File: src/rtl/aes444_pkg.sv
// Shared types, constants and GF(2^4) helpers for the masked small-scale AES-444 decryptor.
// Nibble i = row (i % 4), column (i / 4), stored at bits [4*(15-i) +: 4] (nibble 0 is the MSB).
package aes444_pkg;

    typedef enum logic [2:0] {
        IDLE  = 3'd0,
        KEXP  = 3'd1,
        INIT  = 3'd2,
        ROUND = 3'd3,
        DONE  = 3'd4
    } dec_state_t;

    // Forward S-box is L(x^-1) ^ SBOX_C; the inverse S-box input affine is M(y) ^ INV_AFF_C, M = L^-1.
    localparam logic [3:0] SBOX_C    = 4'h6;
    localparam logic [3:0] INV_AFF_C = 4'h3;

    localparam logic [3:0] RCON [0:9] = '{4'h1, 4'h2, 4'h4, 4'h8, 4'h3,
                                          4'h6, 4'hC, 4'hB, 4'h5, 4'hA};

    function automatic logic [3:0] gmul(input logic [3:0] a, input logic [3:0] b);
        logic [3:0] p;
        logic [3:0] aa;
        p  = '0;
        aa = a;
        for (int i = 0; i < 4; i++) begin
            if (b[i]) p = p ^ aa;
            aa = {aa[2:0], 1'b0} ^ (aa[3] ? 4'h3 : 4'h0);
        end
        return p;
    endfunction

    function automatic logic [3:0] gf_sq(input logic [3:0] x);
        return gmul(x, x);
    endfunction

    function automatic logic [3:0] mul2(input logic [3:0] x); return gmul(x, 4'h2); endfunction
    function automatic logic [3:0] mul9(input logic [3:0] x); return gmul(x, 4'h9); endfunction
    function automatic logic [3:0] mulb(input logic [3:0] x); return gmul(x, 4'hB); endfunction
    function automatic logic [3:0] muld(input logic [3:0] x); return gmul(x, 4'hD); endfunction
    function automatic logic [3:0] mule(input logic [3:0] x); return gmul(x, 4'hE); endfunction

    function automatic logic [3:0] aff_l(input logic [3:0] x);
        return ({4{x[0]}} & 4'hD) ^ ({4{x[1]}} & 4'hB) ^ ({4{x[2]}} & 4'h7) ^ ({4{x[3]}} & 4'hE);
    endfunction

    function automatic logic [3:0] aff_m(input logic [3:0] x);
        return ({4{x[0]}} & 4'h7) ^ ({4{x[1]}} & 4'hE) ^ ({4{x[2]}} & 4'hD) ^ ({4{x[3]}} & 4'hB);
    endfunction

    function automatic int nib_idx(input int r, input int c);
        return 4 * c + r;
    endfunction

    function automatic logic [3:0] get_nib(input logic [63:0] s, input int i);
        return s[4*(15-i) +: 4];
    endfunction

    function automatic logic [63:0] set_nib(input logic [63:0] s, input int i, input logic [3:0] v);
        logic [63:0] o;
        o = s;
        o[4*(15-i) +: 4] = v;
        return o;
    endfunction

    function automatic logic [63:0] inv_shift_rows(input logic [63:0] s);
        logic [63:0] o;
        o = '0;
        for (int c = 0; c < 4; c++)
            for (int r = 0; r < 4; r++)
                o = set_nib(o, nib_idx(r, c), get_nib(s, nib_idx(r, (c - r + 4) % 4)));
        return o;
    endfunction

    function automatic logic [63:0] inv_mix_columns(input logic [63:0] s);
        logic [63:0] o;
        logic [3:0]  a [4];
        o = '0;
        for (int c = 0; c < 4; c++) begin
            for (int r = 0; r < 4; r++) a[r] = get_nib(s, nib_idx(r, c));
            for (int r = 0; r < 4; r++)
                o = set_nib(o, nib_idx(r, c), mule(a[r]) ^ mulb(a[(r+1)%4]) ^
                                              muld(a[(r+2)%4]) ^ mul9(a[(r+3)%4]));
        end
        return o;
    endfunction

    function automatic logic [15:0] rot_word(input logic [15:0] w);
        return {w[11:0], w[15:12]};
    endfunction

    // K_r -> K_r+1; t is the S-box/rcon word derived from RotWord(w3).
    function automatic logic [63:0] key_fwd(input logic [63:0] k, input logic [15:0] t);
        logic [15:0] w0, w1, w2, w3;
        w0 = k[63:48] ^ t;
        w1 = k[47:32] ^ w0;
        w2 = k[31:16] ^ w1;
        w3 = k[15:0]  ^ w2;
        return {w0, w1, w2, w3};
    endfunction

    // K_r+1 -> K_r; t is derived from RotWord(w3 ^ w2) of the incoming key.
    function automatic logic [63:0] key_inv(input logic [63:0] k, input logic [15:0] t);
        logic [15:0] w0, w1, w2, w3;
        w3 = k[15:0]  ^ k[31:16];
        w2 = k[31:16] ^ k[47:32];
        w1 = k[47:32] ^ k[63:48];
        w0 = k[63:48] ^ t;
        return {w0, w1, w2, w3};
    endfunction

endpackage

File: src/rtl/aes444_dom_inv_sbox4.sv
// Two-share DOM GF(2^4) inverter (x^14 = x^3^4 * x^2) with 2-cycle latency; FWD=1 gives the forward S-box.
// The random nibble is consumed at stage 1 and carried forward as the stage-2 cross-term refresh.
import aes444_pkg::*;

module dom_inv_sbox4 #(
    parameter bit FWD = 1'b0
) (
    input  logic       clk,
    input  logic       rst,
    input  logic [3:0] a0,
    input  logic [3:0] a1,
    input  logic [3:0] z,
    output logic [3:0] y0,
    output logic [3:0] y1
);
    logic [3:0] x0, x1, x20, x21;
    logic [3:0] p00, p01, p10, p11, x2r0, x2r1, zr;
    logic [3:0] c0, c1;
    logic [3:0] q00, q01, q10, q11;
    logic [3:0] v0, v1;

    assign x0  = FWD ? a0 : (aff_m(a0) ^ INV_AFF_C);
    assign x1  = FWD ? a1 : aff_m(a1);
    assign x20 = gf_sq(x0);
    assign x21 = gf_sq(x1);

    always_ff @(posedge clk or negedge rst) begin
        if (!rst) begin
            p00 <= '0; p01 <= '0; p10 <= '0; p11 <= '0;
            x2r0 <= '0; x2r1 <= '0; zr <= '0;
        end else begin
            p00  <= gmul(x0, x20);
            p01  <= gmul(x0, x21) ^ z;
            p10  <= gmul(x1, x20) ^ z;
            p11  <= gmul(x1, x21);
            x2r0 <= x20;
            x2r1 <= x21;
            zr   <= z;
        end
    end

    // Shares of x^12, computed from the recombined-per-domain x^3 shares.
    assign c0 = gf_sq(gf_sq(p00 ^ p01));
    assign c1 = gf_sq(gf_sq(p11 ^ p10));

    always_ff @(posedge clk or negedge rst) begin
        if (!rst) begin
            q00 <= '0; q01 <= '0; q10 <= '0; q11 <= '0;
        end else begin
            q00 <= gmul(c0, x2r0);
            q01 <= gmul(c0, x2r1) ^ zr;
            q10 <= gmul(c1, x2r0) ^ zr;
            q11 <= gmul(c1, x2r1);
        end
    end

    assign v0 = q00 ^ q01;
    assign v1 = q11 ^ q10;
    assign y0 = FWD ? (aff_l(v0) ^ SBOX_C) : v0;
    assign y1 = FWD ? aff_l(v1) : v1;

endmodule

File: src/rtl/aes444_dec.sv
// Iterative first-order DOM-masked AES-444 decryptor; shares recombine only into text_out.
// Handshake: start is a one-cycle request honoured only in IDLE; done pulses once per run, busy covers the run.
import aes444_pkg::*;

module aes444_dec (
    input  logic        clk,
    input  logic        rst,
    input  logic        start,
    input  logic [63:0] key_in,
    input  logic [63:0] k_mask,
    input  logic [63:0] text_in,
    input  logic [63:0] t_mask,
    input  logic [79:0] r_bits,
    output logic [63:0] text_out,
    output logic        done,
    output logic        busy,
    output logic [2:0]  dbg_state
);
    dec_state_t  state;
    logic [1:0]  ph;
    logic [3:0]  rnd;
    logic [63:0] s0, s1, k0, k1;
    logic [63:0] isr0, isr1, sb0, sb1;
    logic [63:0] kn0, kn1, ark0, ark1;
    logic [15:0] kin0, kin1, ks0, ks1, rc_word;

    assign isr0    = inv_shift_rows(s0);
    assign isr1    = inv_shift_rows(s1);
    assign kin0    = (state == ROUND) ? rot_word(k0[15:0] ^ k0[31:16]) : rot_word(k0[15:0]);
    assign kin1    = (state == ROUND) ? rot_word(k1[15:0] ^ k1[31:16]) : rot_word(k1[15:0]);
    assign rc_word = {RCON[rnd], 12'h000};

    // Only share 0 carries the round constant.
    always_comb begin
        kn0 = key_inv(k0, ks0 ^ rc_word);
        kn1 = key_inv(k1, ks1);
        if (state == KEXP) begin
            kn0 = key_fwd(k0, ks0 ^ rc_word);
            kn1 = key_fwd(k1, ks1);
        end
    end

    assign ark0 = sb0 ^ kn0;
    assign ark1 = sb1 ^ kn1;

    for (genvar i = 0; i < 16; i++) begin : g_state_sbox
        dom_inv_sbox4 #(.FWD(1'b0)) u_sbox (
            .clk (clk),
            .rst (rst),
            .a0  (isr0[4*(15-i) +: 4]),
            .a1  (isr1[4*(15-i) +: 4]),
            .z   (r_bits[4*i +: 4]),
            .y0  (sb0[4*(15-i) +: 4]),
            .y1  (sb1[4*(15-i) +: 4])
        );
    end

    for (genvar j = 0; j < 4; j++) begin : g_key_sbox
        dom_inv_sbox4 #(.FWD(1'b1)) u_sbox (
            .clk (clk),
            .rst (rst),
            .a0  (kin0[4*(3-j) +: 4]),
            .a1  (kin1[4*(3-j) +: 4]),
            .z   (r_bits[64 + 4*j +: 4]),
            .y0  (ks0[4*(3-j) +: 4]),
            .y1  (ks1[4*(3-j) +: 4])
        );
    end

    // Each KEXP step and each ROUND takes 3 cycles: launch, S-box stage 2, commit on ph==2.
    always_ff @(posedge clk or negedge rst) begin
        if (!rst) begin
            state    <= IDLE;
            ph       <= '0;
            rnd      <= '0;
            s0       <= '0;
            s1       <= '0;
            k0       <= '0;
            k1       <= '0;
            text_out <= '0;
            done     <= 1'b0;
            busy     <= 1'b0;
        end else begin
            case (state)
                IDLE: begin
                    if (start) begin
                        k0    <= key_in;
                        k1    <= k_mask;
                        s0    <= text_in;
                        s1    <= t_mask;
                        ph    <= '0;
                        rnd   <= '0;
                        busy  <= 1'b1;
                        state <= KEXP;
                    end
                end
                KEXP: begin
                    if (ph == 2'd2) begin
                        k0 <= kn0;
                        k1 <= kn1;
                        ph <= '0;
                        if (rnd == 4'd9) state <= INIT;
                        else             rnd   <= rnd + 4'd1;
                    end else begin
                        ph <= ph + 2'd1;
                    end
                end
                INIT: begin
                    s0    <= s0 ^ k0;
                    s1    <= s1 ^ k1;
                    rnd   <= 4'd9;
                    ph    <= '0;
                    state <= ROUND;
                end
                ROUND: begin
                    if (ph == 2'd2) begin
                        k0 <= kn0;
                        k1 <= kn1;
                        s0 <= (rnd == 4'd0) ? ark0 : inv_mix_columns(ark0);
                        s1 <= (rnd == 4'd0) ? ark1 : inv_mix_columns(ark1);
                        ph <= '0;
                        if (rnd == 4'd0) state <= DONE;
                        else             rnd   <= rnd - 4'd1;
                    end else begin
                        ph <= ph + 2'd1;
                    end
                end
                DONE: begin
                    // First DONE cycle writes the output; the FSM stays here while done is high.
                    if (!done) begin
                        text_out <= s0 ^ s1;
                        done     <= 1'b1;
                        busy     <= 1'b0;
                    end else begin
                        done  <= 1'b0;
                        state <= IDLE;
                    end
                end
                default: state <= IDLE;
            endcase
        end
    end

    assign dbg_state = state;

endmodule

File: config.mk
export PLATFORM = sky130hd
export DESIGN_NAME = aes444_dec
export DESIGN_NICKNAME = d
export VERILOG_FILES = /design/src/rtl/aes444_pkg.sv /design/src/rtl/aes444_dom_inv_sbox4.sv /design/src/rtl/aes444_dec.sv
export SDC_FILE = /design/constraint.sdc
export NUM_CORES = 2
export LEC_CHECK = 0
export CAP_MARGIN = 20
export CELL_PAD_IN_SITES_DETAIL_PLACEMENT = 0
export CELL_PAD_IN_SITES_GLOBAL_PLACEMENT = 1
export CORE_MARGIN = 8
export CORE_UTILIZATION = 45
export CTS_CLUSTER_SIZE = 30
export DETAILED_ROUTE_END_ITERATION = 7
export PLACE_DENSITY = 0.89
export REMOVE_ABC_BUFFERS = 1
export SETUP_SLACK_MARGIN = 0.5
export SLEW_MARGIN = 20
export SYNTH_ARGS = -nofsm -noshare
export SYNTH_HDL_FRONTEND = slang
export SYNTH_SLANG_ARGS = --single-unit
File: constraint.sdc
create_clock -name clk -period 4.8 [get_ports clk]
set_input_delay 0.72 -clock clk [delete_from_list [all_inputs] [get_ports clk]]
set_output_delay 0.72 -clock clk [all_outputs]
set_load 0.005 [all_outputs]
==> flow_summary_export.csv <==
group,metric,value,unit
floorplanning,die_h,492.1,µm
final_layout,fin_util,50.81,%
setup_path,timing.rr.start,"g_key_sbox[1].u_sbox.q01[1]",
synthesis,async_flop_share,100.0,%
global_route,grt_pass1_wl,569.3,mm
placement,placed_area,109000,µm²
clock_tree,worstSkewPairLatency,0.84,ns
routing,firstDrtPassIters,6,
synthesis,synthDistinctLibCells,86,
synthesis,seq_area_frac_synth,29.71,%
floorplanning,core_area,225100,µm²
placement,post-dp-hpwl,296.9,mm
clock_tree,h-tree-depth,4,
placement,port_buffers,407,
global_route,grt_usage,30.96,%
hold_path,hold_path.class,"primary input to asynchronous set/reset pin",
timing,finalHoldViolCount,0,
floorplanning,fp-row-count,174,
setup_path,cp-end-kind,"flop",
synthesis,ys_ff_latch,1211,
timing,finClkSkew,0.04810,ns
floorplanning,start_util,45.31,%
routing,routed_wl,391.0,mm
global_route,grt_pass1_vias,83830,
final_layout,most-common-layout-cells,"2464 x xnor2_1, 1707 x nand2_1, 1208 x dfrtp_1",
global_route,antenna_found_initial,14,
setup_path,r2r-end,"s0[9]",
final_layout,area_growth,12.13,%
clock_tree,cts_setup_buffers,0,
routing,routed-via-count,91850,
global_route,overflow,0,
setup_path,critPathRequiredTime,5.53,ns
final_layout,final_common_cell,"xnor2_1",
synthesis,avgSynthCellArea,8.075,µm²
clock_tree,clock-sinks,1211,
timing,max_slew.worst_pin.slew,1.216,ns
routing,via_per_inst,5.859,
setup_path,reg2reg_depth,10,
timing,fin_crit_sh,88.38,%
timing,maxSlewHeadroom,18.72,%
final_layout,final_area,114400,µm²
placement,gp_congestion,1.047,
global_route,grt_max_degree,145,
synthesis,synth_area_leaders,"dfrtp_1 30%, xnor2_1 21%, nand2_1 6.3%",
clock_tree,tritoncts,"built",
clock_tree,path_clk_slew,0.06,ns
timing,period_needed,4.242,ns
synthesis,syn-cell-area,102000,µm²
timing,slew_viol_final,0,
synthesis,synth.yosys.warnings,0,
floorplanning,io-pin-count,408,
synthesis,synth_top_area_share,29.71,%
synthesis,synthFlopType,"dfrtp_1",
run,drv_cap,0,
final_layout,drive_above_1_share,5.673,%
floorplanning,die_area,242200,µm²
final_layout,fin_nets,12930,
synthesis,synth_edf_count,0,
setup_path,worstPathMaxFanout,7,
timing,rsz0062_at_grt,"false",
synthesis,yosys.area.top_type,"dfrtp_1",
routing,ant_nets,0,
setup_path,startpoint_type,"flop",
status,status,"complete, no violations",
routing,wl_per_cell,24.94,µm
clock_tree,root_buffer,"clkbuf_16",
timing,setup_violations,0,
routing,drt_iter0_drc,10850,
setup_path,path_class,"flop to flop",
timing,max_freq,235.7,MHz
synthesis,synth_cells,12630,
routing,drc,0,
clock_tree,clk_path_buf_depth,3,
setup_path,r2r_setup_slack,0.56,ns
clock_tree,cts-buffers-inserted,149,
setup_path,arrival,4.97,ns
floorplanning,die_width,492.1,µm
## metrics by stage
step	hold WS (ns)	instances	setup WS [ns]	setup TNS, ns
2_1_floorplan	0.4244	11680	-12.57	-3321.13
3_3_place_gp	0.5068	15390	0.5725	0
5_1_grt	0.4469	15670	0.5197	0
4_1_cts	0.4259	15670	0.5747	0
3_5_place_dp	0.5178	15390	0.5182	0
6_report	0.4795	15680	0.5577	0
## logic make-up (layout without fill, tap and decap cells)
| group | count (synthesis) | in the layout | share of synthesized area, % |
|---|---|---|---|
| and+or+nand+nor | 3367 | 3367 | 13.76 |
| xor gates and xnor gates | 3352 | 3352 | 30.77 |
| AOI/OAI and AO/OA | 3346 | 3346 | 19.54 |
| DFF | 1211 | 1211 | 29.71 |
| buffers and inverters | 1195 | 1237 | 4.456 |
| muxes | 120 | 120 | 1.256 |
| adders and majority gates | 41 | 41 | 0.5054 |
| other | 0 | 11 | 0 |
## worst max path at each step
stage | startpoint | endpoint | cells past startpoint
after floorplan | dbg_state[0] | s0[16] | 5
after global routing | g_key_sbox[1].u_sbox.q01[3] | s0[11] | 10
final | g_key_sbox[1].u_sbox.q01[1] | s0[9] | 10
after CTS | g_key_sbox[1].u_sbox.q01[1] | s0[9] | 10
after detailed placement | dbg_state[2] | g_key_sbox[1].u_sbox.p10[0] | 15
after global placement | g_key_sbox[1].u_sbox.q01[1] | s0[9] | 10
## cells in the mapped netlist, types with 198 or more instances
cell / n
nor3_1: 225
nor2_1: 940
o21ai_0: 1147
dfrtp_1: 1211
a22oi_1: 371
clkbuf_1: 858
nand2_1: 1708
xnor2_1: 2471
xor2_1: 717
a21oi_1: 949
o22ai_1: 255
inv_1: 198
## area by class of cell
| cell class | count | area [µm²] |
|---|---|---|
| Fill cell | 21310 | 110700 |
| Multi-Input combinational cell | 10230 | 67350 |
| Sequential cell | 1211 | 30310 |
| Timing Repair Buffer | 721 | 6721 |
| Clock buffer | 198 | 4194 |
| Tap cell | 2992 | 3744 |
| Clock inverter | 76 | 1109 |
| Inverter | 242 | 912.1 |
| Antenna cell | 11 | 27.53 |
## worst max-delay path: stages, from the launching register on
cell,delay (ns)
dfrtp_1,0.37
xnor2_1,0.39
xnor3_1,0.61
or3_1,0.44
nand2_1,0.14
xnor3_1,0.65
xor2_1,0.41
xnor2_1,0.13
xnor2_1,0.63
a21oi_1,0.21
o22ai_1,0.17
## metal layers
layer  vias up  wire length [µm]  track usage (%)
met3       985             39280            7.329
met4         4             32290            20.68
met5         -                26                0
li1      42650                 -                -
met2      4516            165400            46.04
met1     43700            153900            40.05
## timing repair
action                                  4_1_cts  5_1_grt
resized for setup                             1       10
hold endpoints to repair                     65        0
endpoints found under the setup margin        1       18
pin swaps                                     0        0
hold buffers                                  1        0
Power is not shown: default switching activity piles up to over one toggle a cycle in this logic, so the estimate is an artifact.
